### config.mk
export PLATFORM = sky130hd
export DESIGN_NAME = seq_mul
export DESIGN_NICKNAME = d
export VERILOG_FILES = /design/src/rtl/seq_mul_pkg.sv /design/src/rtl/seq_mul_ctrl.sv /design/src/rtl/seq_mul.sv
export SDC_FILE = /design/constraint.sdc
export NUM_CORES = 1
export LEC_CHECK = 0
export ABC_CLOCK_PERIOD_IN_PS = 7300
export CORE_MARGIN = 5
export CORE_UTILIZATION = 50
export DETAILED_ROUTE_END_ITERATION = 10
export GPL_TIMING_DRIVEN = 0
export PLACE_DENSITY = 0.74
export SLEW_MARGIN = 20
export SYNTH_ARGS = -nofsm -noshare
export SYNTH_HDL_FRONTEND = slang
export SYNTH_SLANG_ARGS = --single-unit
### constraint.sdc
create_clock -name clk -period 7.3 [get_ports clk]
set_input_delay 0.73 -clock clk [delete_from_list [all_inputs] [get_ports clk]]
set_output_delay 0.73 -clock clk [all_outputs]
set_load 0.02 [all_outputs]
### src/rtl/seq_mul_pkg.sv
// Shared types and sizing helpers for the sequential shift-add multiplier.
package seq_mul_pkg;

    typedef enum logic [1:0] {
        IDLE = 2'd0,
        RUN  = 2'd1,
        FIX  = 2'd2
    } state_t;

    localparam int DEFAULT_WIDTH = 32;

    // Ceiling log2; the down-counter must hold the value WIDTH itself.
    function automatic int clog2(input int value);
        int result;
        int v;
        result = 0;
        v      = value - 1;
        while (v > 0) begin
            result = result + 1;
            v      = v >> 1;
        end
        return result;
    endfunction

    function automatic int cnt_width(input int width);
        return clog2(width + 1);
    endfunction

endpackage

### src/rtl/seq_mul_ctrl.sv
// Sequencer of the multiplier: IDLE -> RUN (WIDTH steps) -> FIX, with the
// load/step/fix strobes that drive the datapath in seq_mul.
module seq_mul_ctrl import seq_mul_pkg::*; #(
    parameter int WIDTH = DEFAULT_WIDTH
) (
    input  logic clk,
    input  logic reset,
    input  logic start,
    output logic busy,
    output logic done,
    output logic load,
    output logic step,
    output logic fix
);
    localparam int CW = cnt_width(WIDTH);

    state_t          state_reg, state_next;
    logic [CW-1:0]   cnt_reg, cnt_next;
    logic            done_reg;

    always_ff @(posedge clk or posedge reset) begin
        if (reset) begin
            state_reg <= IDLE;
            cnt_reg   <= '0;
            done_reg  <= 1'b0;
        end else begin
            state_reg <= state_next;
            cnt_reg   <= cnt_next;
            done_reg  <= (state_reg == FIX);
        end
    end

    always_comb begin
        state_next = state_reg;
        cnt_next   = cnt_reg;
        load       = 1'b0;
        step       = 1'b0;
        fix        = 1'b0;
        case (state_reg)
            IDLE: begin
                if (start) begin
                    load       = 1'b1;
                    cnt_next   = CW'(WIDTH);
                    state_next = RUN;
                end
            end
            RUN: begin
                step     = 1'b1;
                cnt_next = cnt_reg - CW'(1);
                // Leaving on the edge that brings the count to zero gives WIDTH steps.
                if (cnt_reg == CW'(1)) begin
                    state_next = FIX;
                end
            end
            FIX: begin
                fix        = 1'b1;
                state_next = IDLE;
            end
            default: begin
                state_next = IDLE;
            end
        endcase
    end

    assign busy = (state_reg != IDLE);
    assign done = done_reg;

endmodule

### src/rtl/seq_mul.sv
// Sequential shift-add multiplier: sign-magnitude operands, WIDTH add steps,
// then a final sign fix-up into the hi/lo result registers.
module seq_mul import seq_mul_pkg::*; #(
    parameter int WIDTH     = DEFAULT_WIDTH,
    parameter int SIGNED_EN = 1
) (
    input  logic             clk,
    input  logic             reset,
    input  logic             start,
    input  logic             is_signed,
    input  logic [WIDTH-1:0] multiplicand,
    input  logic [WIDTH-1:0] multiplier,
    output logic             busy,
    output logic             done,
    output logic [WIDTH-1:0] hi,
    output logic [WIDTH-1:0] lo
);
    localparam int PW = 2 * WIDTH;

    logic             load, step, fix;
    logic             signed_mode;
    logic [WIDTH-1:0] opnd_raw [2];
    logic [WIDTH-1:0] opnd_mag [2];
    logic             opnd_msb [2];

    logic [PW-1:0]    mcand_reg;
    logic [PW-1:0]    acc_reg;
    logic [WIDTH-1:0] mplier_reg;
    logic             neg_reg;
    logic [WIDTH-1:0] hi_reg, lo_reg;
    logic [PW-1:0]    result;

    assign signed_mode = (SIGNED_EN != 0) && is_signed;
    assign opnd_raw[0] = multiplicand;
    assign opnd_raw[1] = multiplier;

    // The most-negative value negates to itself, which read unsigned is its true magnitude.
    genvar gi;
    for (gi = 0; gi < 2; gi++) begin : g_opnd
        assign opnd_msb[gi] = opnd_raw[gi][WIDTH-1];
        assign opnd_mag[gi] = (signed_mode && opnd_msb[gi]) ? (WIDTH'(0) - opnd_raw[gi])
                                                            : opnd_raw[gi];
    end

    seq_mul_ctrl #(.WIDTH(WIDTH)) u_ctrl (
        .clk   (clk),
        .reset (reset),
        .start (start),
        .busy  (busy),
        .done  (done),
        .load  (load),
        .step  (step),
        .fix   (fix)
    );

    assign result = neg_reg ? (PW'(0) - acc_reg) : acc_reg;

    always_ff @(posedge clk or posedge reset) begin
        if (reset) begin
            mcand_reg  <= '0;
            mplier_reg <= '0;
            acc_reg    <= '0;
            neg_reg    <= 1'b0;
            hi_reg     <= '0;
            lo_reg     <= '0;
        end else begin
            if (load) begin
                mcand_reg  <= {{WIDTH{1'b0}}, opnd_mag[0]};
                mplier_reg <= opnd_mag[1];
                acc_reg    <= '0;
                neg_reg    <= signed_mode && (opnd_msb[0] ^ opnd_msb[1]);
            end
            if (step) begin
                if (mplier_reg[0]) begin
                    acc_reg <= acc_reg + mcand_reg;
                end
                mplier_reg <= mplier_reg >> 1;
                mcand_reg  <= mcand_reg << 1;
            end
            if (fix) begin
                {hi_reg, lo_reg} <= result;
            end
        end
    end

    assign hi = hi_reg;
    assign lo = lo_reg;

endmodule

Word level (Yosys, flattened, before mapping)
Index checks and enable logic that the tools add are counted.

$add $sub $neg: 5. Eq/ne operators: 5. Bitwise logic cells: 1. Mux-type cells: 19. Reductions and logical operators: 9.

Operator list (number): two-way mux 64 bit (6); two-way mux 32 bit (4); adder 64 bit (1); subtractor 1 x 32 -> 32 bit (first input constant) (2); subtractor 1 x 64 -> 64 bit (first input constant) (1); one-hot mux 6 bit (2 select lines) (1); equality test 6 x 1 -> 1 bit (second input constant) (1); two-way mux 6 bit (1); nonzero test 2 bit (3); subtractor 6 x 1 -> 6 bit (second input constant) (1); two-way mux 1 bit (4); two-way mux 2 bit (2); one-hot mux 2 bit (2 select lines) (1); AND reduction 2 bit (2); logical AND 1 bit (3); equality test 2 x 1 -> 1 bit (second input constant) (1); equality test 2 bit (second input constant) (1); zero test 2 bit (1); inequality test 2 x 1 -> 1 bit (second input constant) (1); inequality test 2 bit (second input constant) (1); XOR 1 bit (1).

Flip-flop bits (word level): 234. Bits of input ports: 68.

Depth between registers and ports, before layout
Depth after elaboration: 5. Mapped depth: 12. Mapped depth without buffers: 12.

Cells and area by module
Synthesis repeated with hierarchy kept, for this count alone.

Cells, all modules: 1865. Area, all modules: 15571.2 µm².

By module, submodules not included: seq_mul (cells each 1824, instances 1, area each 15110.7 µm²); seq_mul_ctrl (cells each 41, instances 1, area each 460.4 µm²).

Worst setup path after synthesis
No wires, ideal clock.

Path kind: register to register. Start point: register acc_reg[6]. End point: register acc_reg[61]. Data arrival time: 3369 ps. Stages on the path, launching flop included: 12. Clock period less this slack: 3491 ps. Path buffers: 0. Library setup time: 122 ps. Required time: 7178 ps. Setup slack: 3809 ps. Path through: dfrtp_1 -> ha_1 -> and4_1 -> and3_1 -> o2111ai_1 -> a2111oi_1 -> nor3_1 -> o41ai_2 -> a31oi_1 -> or4b_1 -> a21o_1 -> a32o_1.

Cells in the longest elaborated chain, start to end: 3.

Ends and longest elaborated chain: start: declaration (RTL line seq_mul.sv:27) `logic [PW-1:0] acc_reg;`; start signal: assignment (RTL line seq_mul.sv:75) `acc_reg <= acc_reg + mcand_reg;`; adder 64 bit (RTL line seq_mul.sv:75); two-way mux 64 bit (RTL line seq_mul.sv:74) `if (mplier_reg[0]) begin`; two-way mux 64 bit (RTL line seq_mul.sv:73) `if (step) begin`.

Every way passes these cells. A chain may end at the register's enable or synchronous reset.

Final worst setup path
Same ends and word-level chain as after synthesis.

==> results.tsv <==
metric	value	unit
status	complete, no violations	
grt_remaining_overflow	0	
path_class	reg2reg	
power_density	410	nW/um^2
drc	0	
hold_viol_final	0	
hold_ws	0.477	ns
fp-row-count	63	
first_iter_violations	1003	
cts_tree	done	
holdCritPathClass	reg2reg	
critPathArrivalTime	4.83	ns
grt_pass1_vias	13000	
critPathRequiredTime	7.72	ns
finalCriticalPeriod	4.42	ns
r2r-start	acc_reg[6]	
ys_warn_count	0	
dr_wl_met2	17900	um
synth_flop_cell	dfrtp_1	
antenna_left	0	
syn_to_final_growth	18.7	%
place_ws	2.96	ns
wl_met1	19400	um
hold_start	lo[9]	
first_pass_iters	6	
p_leak	7.68	nW
top_layer	met4	
cts_buffers	26	
gp_congestion	0.955	
cts_setup_buffers	0	
drt_wl_total	41000	um
fin_worst_skew	0.0138	ns
seq_area_frac_synth	39.0	%
dpl.hpwl	31800	um
grt_max_degree	107	
slew_headroom	23.2	%
grt_first_pass_wirelength	67500	um
wl_met3	2770	um
io_pins	134	
ctsHtreeMaxLevel	1	
avgViaCountPerCell	5.85	
crit_start	acc_reg[6]	
synth_nets	1895	
drive_above_1_share	4.02	%
ir_drop	0.217	mV
diodes	0	
timing.fmax	226	MHz
avgSynthCellArea	8.53	um^2
max_cap_viol_count	0	
portBuffers	133	
syn_inst	1758	
synth_edf_count	0	
path_clk_slew	0.06	ns
drv_slew	0	
antenna_found_initial	0	
post_cts_resized	0	
rsz0062_at_grt	no	
wl_per_cell	17.6	um
crit_fanout	7	
nNetsFinal	2058	
synthArstFlopShare	100	%
core_area	29600	um^2
critPathCaptureType	flop	
dieArea	33600	um^2
grt_usage	24.3	%
initial_utilization	50.6	%
ys_seq_elements	234	
cts.sinks	234	
dieWidth	183	um
fin_ws	2.88	ns
ys_types	66	
worst_slew_pin_slew	1.15	ns
die_height	183	um
period_share	60.5	%
cts_buffer_depth	3	
setup_viol	0	
vias	13600	
syn_area	15000	um^2
startpoint_type	flop	
clk_latency	0.53	ns
cts_hold_buf	0	
cts_root_buf	clkbuf_16	
[critical path, stage by stage (launching register included)]
cell and delay [ns]:
dfrtp_1 0.50, ha_1 0.45, a21oi_1 0.10, o21ai_0 0.35, o22ai_1 0.19, a2111oi_1 0.48, nor3_1 0.17, o41ai_2 0.57
a31oi_1 0.39, or4b_1 0.66, a21o_1 0.19, a32o_1 0.24
[routing by layer]
| metal | GRT usage (%) | up-vias |
|---|---|---|
| met5 | 0 | - |
| met4 | 5.87 | 0 |
| met3 | 3.01 | 66 |
| met2 | 38.2 | 422 |
| met1 | 35.9 | 6465 |
| li1 | - | 6666 |
[power by group]
part	leakage, nW	switching [mW]	internal [mW]
logic	4.44	2.15	1.41
registers	2.79	0.580	1.76
clock network	0.445	0.540	0.855
[cells in the mapped netlist, types with 11 or more instances]
cell / count / area share (%)
nor2b_1: 11 / 0.46
o41ai_1: 17 / 0.99
nor3_1: 27 / 0.90
o21ai_0: 272 / 9.1
nor2_1: 55 / 1.4
ha_1: 68 / 5.7
a31oi_1: 21 / 0.88
xor2_1: 113 / 6.6
a22oi_1: 59 / 3.0
nand2_1: 297 / 7.4
or3_1: 13 / 0.54
nor4_1: 13 / 0.54
or4_1: 12 / 0.60
o31ai_1: 31 / 1.6
nand4_1: 19 / 0.79
a21o_1: 47 / 2.4
inv_1: 33 / 0.83
nand3_1: 31 / 1.0
a21oi_1: 96 / 3.2
dfrtp_1: 234 / 39
xnor2_1: 63 / 3.7
clkbuf_1: 89 / 2.2
nand2b_1: 13 / 0.54
[worst paths after layout]
path / endpoint / slack, ns / cells after the start
max: acc_reg[61] / 2.88 / 11
min: lo[9] / 0.48 / 2
max reg2reg: acc_reg[61] / 2.88 / 11
min reg2reg: lo[9] / 0.48 / 2
max in group asynchronous: acc_reg[60] / 5.82 / 3
min in group asynchronous: lo[16] / 0.61 / 2
[cells in the final DEF, fill, tap and decap left out, types with 13 or more instances in the layout]
cell type / n
nand2_1: 297
o21ai_0: 272
dfrtp_1: 234
clkdlybuf4s50_1: 133
xor2_1: 113
a21oi_1: 96
clkbuf_1: 91
ha_1: 68
xnor2_1: 63
a22oi_1: 59
nor2_1: 55
a21o_1: 47
inv_1: 32
o31ai_1: 31
nand3_1: 31
nor3_1: 27
clkbuf_16: 27
a31oi_1: 21
nand4_1: 19
o41ai_1: 17
or3_1: 13
nand2b_1: 13
[logic make-up (layout without fill, tap and decap cells)]
group / after synthesis / in the layout / share of synthesized area (%)
muxes: 2 / 2 / 0.133
and+or+nand+nor: 538 / 538 / 16.8
AOI/OAI and AO/OA: 604 / 604 / 24.6
xor gates and xnor gates: 176 / 176 / 10.3
buffers and inverters: 135 / 315 / 3.43
adders and majority gates: 69 / 69 / 5.81
DFF: 234 / 234 / 39.0
[per-stage QoR]
stage	total power, mW	std cells	instance area [um^2]	TNS (ns)	util (%)
after global routing	7.87	2328	17800	0	60.1
final	7.30	2328	17800	0	60.1
after global placement	5.78	2281	16800	-583.35	56.7
after floorplan	4.73	1758	15000	0	-
after detailed placement	5.87	2283	16900	0	56.9
after CTS	7.30	2328	17800	0	60.0
[final cells by class]
| cell class | count | area, um^2 |
|---|---|---|
| buffer | 102 | 390 |
| clock buffer | 33 | 738 |
| clock inverter | 12 | 176 |
| fill | 2642 | 11800 |
| inverter | 33 | 131 |
| multi-input combinational | 1389 | 8630 |
| sequential | 234 | 5860 |
| tap | 390 | 488 |
| timing repair buffer | 135 | 1390 |
(Power assumes the default switching activity.)
